$ cat src/rtl/spi_master_multi_if.sv
// Request/response bundle of the SPI master.
// The master modport belongs to the requester; the slave modport to the SPI block.
interface spi_master_multi_if #(
  parameter int DATA_W = 8,
  parameter int SEL_W  = 1
);
  logic [DATA_W-1:0] tx_data;
  logic [SEL_W-1:0]  tx_slave;
  logic [1:0]        tx_mode;
  logic              tx_valid;
  logic              tx_ready;
  logic [DATA_W-1:0] rx_data;
  logic              rx_valid;
  logic              busy;

  modport master (
    output tx_data, tx_slave, tx_mode, tx_valid,
    input  tx_ready, rx_data, rx_valid, busy
  );

  modport slave (
    input  tx_data, tx_slave, tx_mode, tx_valid,
    output tx_ready, rx_data, rx_valid, busy
  );
endinterface

$ cat src/rtl/spi_master_multi.sv
// SPI master: DATA_W-bit full-duplex frames, NUM_SLAVES chip selects,
// per-frame CPOL/CPHA, SCLK half-period of CLK_DIV clk cycles.
module spi_master_multi #(
  parameter int DATA_W     = 8,
  parameter int NUM_SLAVES = 2,
  parameter int CLK_DIV    = 2,
  parameter bit MSB_FIRST  = 1'b1,
  localparam int SEL_W = (NUM_SLAVES > 1) ? $clog2(NUM_SLAVES) : 1
) (
  input  logic                  clk,
  input  logic                  rst_n,
  spi_master_multi_if.slave     bus,
  output logic                  sclk,
  output logic                  mosi,
  input  logic                  miso,
  output logic [NUM_SLAVES-1:0] cs_n
);
  localparam int CNT_W  = (CLK_DIV > 1) ? $clog2(CLK_DIV) : 1;
  localparam int EDGE_W = $clog2(2 * DATA_W + 1);

  typedef enum logic [1:0] {IDLE, PREP, XFER, HOLD} state_t;

  state_t            state;
  logic [CNT_W-1:0]  cnt;
  logic [EDGE_W-1:0] edges;
  logic [DATA_W-1:0] tx_sh;
  logic [DATA_W-1:0] rx_sh;
  logic [SEL_W-1:0]  slave;
  logic              cpha;
  logic              half_done;
  logic              lead;
  logic              last_edge;

  assign half_done = (cnt == CNT_W'(CLK_DIV - 1));
  assign lead      = ~edges[0];
  assign last_edge = (edges == EDGE_W'(2 * DATA_W - 1));

  function automatic logic head(input logic [DATA_W-1:0] v);
    return MSB_FIRST ? v[DATA_W-1] : v[0];
  endfunction

  function automatic logic [DATA_W-1:0] shift_out(
    input logic [DATA_W-1:0] v
  );
    return MSB_FIRST ? {v[DATA_W-2:0], 1'b0}
                     : {1'b0, v[DATA_W-1:1]};
  endfunction

  function automatic logic [DATA_W-1:0] shift_in(
    input logic [DATA_W-1:0] v,
    input logic              b
  );
    return MSB_FIRST ? {v[DATA_W-2:0], b}
                     : {b, v[DATA_W-1:1]};
  endfunction

  always_ff @(posedge clk or negedge rst_n) begin
    if (!rst_n) begin
      state        <= IDLE;
      cnt          <= '0;
      edges        <= '0;
      tx_sh        <= '0;
      rx_sh        <= '0;
      slave        <= '0;
      cpha         <= 1'b0;
      bus.tx_ready <= 1'b1;
      bus.busy     <= 1'b0;
      bus.rx_valid <= 1'b0;
      bus.rx_data  <= '0;
      sclk         <= 1'b0;
      mosi         <= 1'b0;
      cs_n         <= '1;
    end else begin
      bus.rx_valid <= 1'b0;
      if (state != IDLE)
        cnt <= half_done ? '0 : cnt + CNT_W'(1);
      unique case (state)
        IDLE: if (bus.tx_valid) begin
          tx_sh        <= bus.tx_data;
          slave        <= bus.tx_slave;
          cpha         <= bus.tx_mode[0];
          sclk         <= bus.tx_mode[1];
          rx_sh        <= '0;
          cnt          <= '0;
          edges        <= '0;
          bus.tx_ready <= 1'b0;
          bus.busy     <= 1'b1;
          state        <= PREP;
        end
        PREP: if (half_done) begin
          // out-of-range index matches no select line
          for (int i = 0; i < NUM_SLAVES; i++)
            cs_n[i] <= (slave != SEL_W'(i));
          if (!cpha) begin
            mosi  <= head(tx_sh);
            tx_sh <= shift_out(tx_sh);
          end
          state <= XFER;
        end
        XFER: if (half_done) begin
          sclk  <= ~sclk;
          edges <= edges + EDGE_W'(1);
          if (lead ^ cpha) begin
            rx_sh <= shift_in(rx_sh, miso);
          end else if (!last_edge) begin
            mosi  <= head(tx_sh);
            tx_sh <= shift_out(tx_sh);
          end
          if (last_edge)
            state <= HOLD;
        end
        HOLD: if (half_done) begin
          cs_n         <= '1;
          mosi         <= 1'b0;
          bus.rx_data  <= rx_sh;
          bus.rx_valid <= 1'b1;
          bus.tx_ready <= 1'b1;
          bus.busy     <= 1'b0;
          state        <= IDLE;
        end
        default: state <= IDLE;
      endcase
    end
  end
endmodule
$ cat src/flat_wrapper.sv
// flat-port wrapper written by rule: the top's interface ports become plain ports
module spi_master_multi_flat 
#(
  parameter int DATA_W     = 8,
  parameter int NUM_SLAVES = 2,
  parameter int CLK_DIV    = 2,
  parameter bit MSB_FIRST  = 1'b1,
  localparam int SEL_W = (NUM_SLAVES > 1) ? $clog2(NUM_SLAVES) : 1
)
  (clk, rst_n, sclk, mosi, miso, cs_n, bus_tx_data, bus_tx_slave, bus_tx_mode, bus_tx_valid, bus_tx_ready, bus_rx_data, bus_rx_valid, bus_busy);
  spi_master_multi_if #(.DATA_W(DATA_W)) bus_i ();
  input  logic clk;
  input  logic rst_n;
  output logic sclk;
  output logic mosi;
  input  logic miso;
  output logic [NUM_SLAVES-1:0] cs_n;
  input wire logic [$bits(bus_i.tx_data)-1:0] bus_tx_data;
  input wire logic [$bits(bus_i.tx_slave)-1:0] bus_tx_slave;
  input wire logic [$bits(bus_i.tx_mode)-1:0] bus_tx_mode;
  input wire logic [$bits(bus_i.tx_valid)-1:0] bus_tx_valid;
  output wire logic [$bits(bus_i.tx_ready)-1:0] bus_tx_ready;
  output wire logic [$bits(bus_i.rx_data)-1:0] bus_rx_data;
  output wire logic [$bits(bus_i.rx_valid)-1:0] bus_rx_valid;
  output wire logic [$bits(bus_i.busy)-1:0] bus_busy;
  assign bus_i.tx_data = bus_tx_data;
  assign bus_i.tx_slave = bus_tx_slave;
  assign bus_i.tx_mode = bus_tx_mode;
  assign bus_i.tx_valid = bus_tx_valid;
  assign bus_tx_ready = bus_i.tx_ready;
  assign bus_rx_data = bus_i.rx_data;
  assign bus_rx_valid = bus_i.rx_valid;
  assign bus_busy = bus_i.busy;
  spi_master_multi #(.DATA_W(DATA_W), .NUM_SLAVES(NUM_SLAVES), .CLK_DIV(CLK_DIV), .MSB_FIRST(MSB_FIRST)) u_core (.clk(clk), .rst_n(rst_n), .bus(bus_i), .sclk(sclk), .mosi(mosi), .miso(miso), .cs_n(cs_n));
endmodule
$ cat config.mk
export PLATFORM = sky130hd
export DESIGN_NAME = spi_master_multi_flat
export DESIGN_NICKNAME = d
export VERILOG_FILES = /design/src/rtl/spi_master_multi_if.sv /design/src/rtl/spi_master_multi.sv /design/src/flat_wrapper.sv
export SDC_FILE = /design/constraint.sdc
export NUM_CORES = 1
export LEC_CHECK = 0
export ABC_AREA = 1
export CAP_MARGIN = 10
export CORE_ASPECT_RATIO = 1.1
export CORE_UTILIZATION = 48
export DETAILED_ROUTE_END_ITERATION = 12
export HOLD_SLACK_MARGIN = 0.08
export PLACE_DENSITY = 0.82
export SETUP_SLACK_MARGIN = 0.3
export SYNTH_ARGS = -nofsm -noshare
export SYNTH_HDL_FRONTEND = slang
export SYNTH_SLANG_ARGS = --single-unit
export TNS_END_PERCENT = 20
$ cat constraint.sdc
create_clock -name clk -period 1.55 [get_ports clk]
set_input_delay 0.2325 -clock clk [delete_from_list [all_inputs] [get_ports clk]]
set_output_delay 0.2325 -clock clk [all_outputs]
set_load 0.005 [all_outputs]
# ---- Yosys cells after proc, flatten, opt, wreduce, memory -nomap -nowiden
# Cells that the tools add are included.
dict set report word_totals {
  reg_bits 41
  latch_bits 0
  mem_bits_rw 0
  romBits 0
  input_bits 15
  output_inout_bits 15
  elab_cells 93
  memories 0
}
dict set report op_classes {
  addsub 2
  mul 0
  div_mod_pow 0
  n_lt_le_gt_ge 0
  eq_ne 13
  shift 0
  mux 44
  bitwise_logic 4
  n_reduce_logical 16
}
# cell n
set ops {}
lappend ops {{8-bit 2-to-1 mux} 9}
lappend ops {{8-bit one-hot mux with 3 select lines} 1}
lappend ops {{1-bit 2-to-1 mux} 17}
lappend ops {{8-bit one-hot mux with 2 select lines} 1}
lappend ops {{2-bit 2-to-1 mux} 7}
lappend ops {{7-bit AND reduction} 2}
lappend ops {{5-bit 2-to-1 mux} 2}
lappend ops {{2-bit by 1-bit != test with 1-bit output, second input constant} 5}
lappend ops {{5-bit one-hot mux with 2 select lines} 1}
lappend ops {{3-bit AND reduction} 3}
lappend ops {{2-bit != test, second input constant} 4}
lappend ops {{2-bit one-hot mux with 4 select lines} 1}
lappend ops {{2-bit nonzero test} 4}
lappend ops {{1-bit one-hot mux with 2 select lines} 3}
lappend ops {{3-bit nonzero test} 2}
lappend ops {{5-bit by 1-bit adder with 5-bit output, second input constant} 1}
lappend ops {{5-bit by 4-bit equality test with 1-bit output, second input constant} 1}
lappend ops {{5-bit AND reduction} 1}
lappend ops {{2-bit equality test, second input constant} 2}
lappend ops {{2-bit one-hot mux with 2 select lines} 1}
lappend ops {{2-bit AND reduction} 2}
lappend ops {{4-bit AND reduction} 1}
lappend ops {{1-bit NOT} 3}
lappend ops {{1-bit one-hot mux with 3 select lines} 1}
lappend ops {{4 further kinds} 4}

# ---- Longest topological paths before layout
dict set report logic_depth {
  ltp_word 5
  depth_mapped 10
  ltp_nobuf 10
}

# ---- Worst setup path after synthesis
# OpenSTA, ideal clock, no wires.
dict set report synth_timing {
  path_type {flip-flop to flip-flop}
  startpoint {reg u_core.edges[0]}
  endpoint {reg u_core.tx_sh[0]}
  setup_ns 0.117
  arrival_time_ns 1.388
  required_time_ns 1.433
  setup_slack_ns 0.045
  path_stages_with_launch 11
  n_path_buf 0
  period_less_slack_ns 1.505
  cell_sequence {dfrtp_1 > ha_1 > nand2_1 > nor2_1 > ha_1 > nand2_1 > nand2_1 > inv_2 > nand3_4 > nand2_1 > nand2_1}
}
dict set report synth_via {
  elab_chain_cells 4
  word_cells_on_any_way 6
  classes_between {eq/ne: 3; bitwise: 2; reduce/logical: 1}
}
# item line_no
set synth_rtl {}
lappend synth_rtl {{from (decl)} spi_master_multi.sv:25} ;# logic [EDGE_W-1:0] edges;
lappend synth_rtl {{from (signal assigned)} spi_master_multi.sv:102} ;# edges <= edges + EDGE_W'(1);
lappend synth_rtl {{parallel branches: the longest is 3 deep, another holds 5-bit by 4-bit equality test with 1-bit output} n/a}
lappend synth_rtl {{7-bit AND reduction (no line) *} n/a}
lappend synth_rtl {{to (signal assigned)} spi_master_multi.sv:79} ;# tx_sh <= bus.tx_data;
lappend synth_rtl {{to (signal assigned)} spi_master_multi.sv:96} ;# tx_sh <= shift_out(tx_sh);
lappend synth_rtl {{to (signal assigned)} spi_master_multi.sv:107} ;# tx_sh <= shift_out(tx_sh);
lappend synth_rtl {{to (decl)} spi_master_multi.sv:26} ;# logic [DATA_W-1:0] tx_sh;
# Every way passes the cells marked *.
# A chain may end at the register's enable or synchronous reset.

# ---- Worst setup path after layout
dict set report layout_timing {
  startpoint {reg u_core.edges[0]}
  endpoint {reg u_core.tx_sh[2]}
}
# The elaborated chain is that of the path after synthesis.

==> out/metrics.csv <==
stage,metric,value,unit
run_status,outcome,finished clean,
sta,rsz0062_at_grt,yes,
flow_run,cap_violations,0,
worst_setup_path,reg2reg_depth,10,
place,io_buffer_count,29,
sta,worst_pin_slew,0.2479,ns
synthesis,yosysSeqAreaShare,0.5065,
layout,drive_gt1_frac,0.2787,
synthesis,yosysMostFrequentCell,nand2_1,
synthesis,synth-edff-count,0,
layout,nets,326,
floorplan,initial_core_util,0.5053,
sta,fin_crit,1.548,ns
synthesis,syn_area_per_cell,8.333,um2
detailed_routing,vias,1878,
layout,n_antenna_cell,0,
sta,hold_viol,0,
hold_path,hp-class,in2async,
worst_setup_path,cp.required,1.74,ns
worst_setup_path,timing.rr.start,u_core.edges[0]$_DFFE_PN0P_,
synthesis,synthArstFlopShare,1.000,
synthesis,syn_nets,266,
clock_tree,root_buffer,clkbuf_8,
worst_setup_path,worstPathMaxFanout,8,
pwr,leakage,1.625,nW
floorplan,die_w,64.06,um
synthesis,synth_top_area_cell,dfrtp_1,
detailed_routing,postRouteAntennaNets,0,
clock_tree,cts_buffers,5,
place,dp_hpwl,2931,um
synthesis,yosys_most_used_dff,dfrtp_1,
place,gp_congestion,0.8795,
detailed_routing,drt_iter0_drc,191,
synthesis,yosys.area.top_type_share,0.4677,
clock_tree,h-tree-depth,2,
synthesis,syn_inst,244,
grt,grt_overflow,0,
clock_tree,cts_tree,yes,
synthesis,synth_cell_types,27,
sta,slew_violations,0,
sta,skew,0.004579,ns
worst_setup_path,end_kind,flip-flop,
sta,fin_crit_sh,0.9988,
clock_tree,clk_pin_slew,0.08,ns
floorplan,die_h,70.26,um
grt,grt_pass1_wl,8300,um
pwr,ir_drop,0.9192,mV
detailed_routing,via_per_inst,5.261,
detailed_routing,drcViolationCount,0,
worst_setup_path,timing.critical_path.arrival,1.74,ns
floorplan,num_rows,24,
grt,grt_max_degree,42,
worst_setup_path,crit_type,reg2reg,
floorplan,die_area,4501,um2
synthesis,yosys_warnings,0,
sta,maxSlewHeadroom,0.8346,
layout,area_growth_syn_to_layout,41.66,%
sta,fin_tns_setup,0,ns
worst_setup_path,start_kind,flip-flop,
worst_setup_path,regToRegSetupSlack,0.002,ns
synthesis,netlist_area,2033,um2
grt,antenna_found_initial,0,
detailed_routing,wl_per_cell,14.11,um
floorplan,io_pins,30,
grt,grt_usage,0.2420,
grt,grt_pass1_vias,1877,
floorplan,coreArea,4024,um2
pwr,power_density,2044,nW/um2
layout,final_core_util,0.7158,
detailed_routing,postRouteWirelength,5036,um
sta,fmax,0.6459,GHz
clock_tree,clock_path_buffers,2,
clock_tree,cts_sinks,41,
synthesis,synth-seq-cells,41,
synthesis,synth_area_leaders,"dfrtp_1 (47%), nand2_1 (21%), ha_1 (4.3%)",
sta,setup_viol,0,
clock_tree,insertion_delay,0.30,ns
synthesis,synth.top_cells.by_count,"nand2_1 (114), dfrtp_1 (38), inv_1 (16)",
detailed_routing,dr.pass1.iters,5,
worst_setup_path,rr_endpoint,u_core.tx_sh[2]$_DFFE_PN0P_,
worst max-delay path, cell delays in order (launching register included):
cell and delay [ns]:
dfrtp_1 0.39, ha_2 0.20, nand2_2 0.08, nor2_2 0.04, ha_2 0.18, nand2_2 0.11, nand2_4 0.09, inv_4 0.10
nand3_4 0.11, nand2_2 0.08, nand2_1 0.06
worst max-delay path by stage:
stage	from	end	slack, ns	depth (start not counted)
global placement	u_core.state[0]$_DFFE_PN0P_	u_core.rx_sh[7]$_DFFE_PN0P_	-0.04	7
detailed placement	u_core.state[0]$_DFFE_PN0P_	u_core.rx_sh[2]$_DFFE_PN0P_	-0.08	7
finish	u_core.edges[0]$_DFFE_PN0P_	u_core.tx_sh[2]$_DFFE_PN0P_	0.002	10
CTS	u_core.edges[0]$_DFFE_PN0P_	u_core.tx_sh[2]$_DFFE_PN0P_	0.08	10
global route	u_core.edges[0]$_DFFE_PN0P_	u_core.tx_sh[6]$_DFFE_PN0P_	-0.08	10
floorplan	u_core.edges[0]$_DFFE_PN0P_	u_core.tx_sh[0]$_DFFE_PN0P_	0.1	10
final cells by class:
type / instances / area, um2
clock buffer: 5 / 68.82
clock inverter: 3 / 65.06
fill: 289 / 1144
inverter: 20 / 83.83
multi-input combinational: 180 / 1037
sequential: 41 / 1031
tap: 52 / 65.06
timing repair buffer: 55 / 521.8
timing repair inverter: 1 / 7.507
logic make-up after synthesis:
family / Yosys count / synth area share
AO/OA/AOI/OAI: 16 / 0.04308
AND/OR/NAND/NOR: 157 / 0.3569
buffers and inverters: 23 / 0.05046
adder cells (fa/ha/maj): 7 / 0.04307
flip-flops: 41 / 0.5065
placed cells by master, fill, tap and decap left out:
master / Yosys / layout
nor2_4: 2 / 4
nor2_1: 14 / 8
buf_6: 2 / 3
nor2_2: 2 / 6
o22ai_1: 1 / 1
nand3b_1: 1 / 1
dfrtp_2: 0 / 1
inv_4: 0 / 3
o21ai_1: 2 / 7
nand2_4: 1 / 4
dlymetal6s2s_1: 0 / 12
nand2_1: 114 / 106
a21oi_1: 2 / 2
o21ai_2: 0 / 1
nor2_8: 1 / 1
dfstp_2: 3 / 3
buf_12: 0 / 1
nand3_4: 2 / 3
buf_4: 0 / 21
clkbuf_2: 0 / 3
clkinv_2: 0 / 2
inv_2: 3 / 3
nand2_8: 1 / 1
dfrtp_1: 38 / 37
clkinvlp_4: 0 / 1
bufinv_16: 0 / 2
o21ai_0: 8 / 2
a21oi_4: 0 / 1
ha_4: 0 / 4
clkbuf_8: 0 / 5
nand4_1: 10 / 10
a31oi_1: 2 / 2
dlygate4sd3_1: 0 / 1
nand2_2: 3 / 8
inv_1: 16 / 13
clkdlybuf4s50_1: 0 / 13
ha_2: 0 / 3
buf_2: 1 / 1
nand3_1: 5 / 5
sequential cells by signal, indices dropped and copies added, names as in the netlist, 2 cells and up:
| register | flops |
|---|---|
| u_core.tx_sh | 8 |
| u_core.bus.rx_data | 8 |
| u_core.edges | 5 |
| u_core.cs_n | 2 |
| u_core.state | 2 |
| u_core.rx_sh | 8 |
per-stage QoR:
step | hold slack [ns] | total power, mW | std cells | area (um2) | setup slack, ns
finish | 0.4249 | 5.888 | 357 | 2880 | 0.001871
global placement | 0.2137 | 4.091 | 338 | 2494 | -0.03926
CTS | 0.4357 | 5.638 | 356 | 2801 | 0.07562
detailed placement | 0.2185 | 4.175 | 338 | 2494 | -0.07715
global route | 0.4562 | 6.312 | 357 | 2880 | -0.07975
floorplan | -0.06309 | 3.320 | 244 | 2038 | 0.09642
metal layers:
layer | track usage | vias up | wire, um
li1 | - | 890 | -
met1 | 0.2811 | 888 | 1994
met2 | 0.4019 | 80 | 2570
met3 | 0.05882 | 20 | 308
met4 | 0.1414 | 0 | 163
met5 | 0 | - | 0
repair_timing:
action,4_1_cts,5_1_grt
hold buffers,1,0
cloned,1,0
hold endpoints to repair,38,0
gates resized for setup,32,37
setup buffers,8,1
endpoints found under the setup margin,55,54
pin swaps,30,24
power by group:
part / internal [mW] / switching [mW] / total, mW / leakage, nW
Sequential: 1.41 / 0.209 / 1.62 / 0.531
Combinational: 1.34 / 1.91 / 3.25 / 1.03
Clock: 0.640 / 0.377 / 1.02 / 0.0681
No activity file was read; power rests on OpenSTA's default activity.
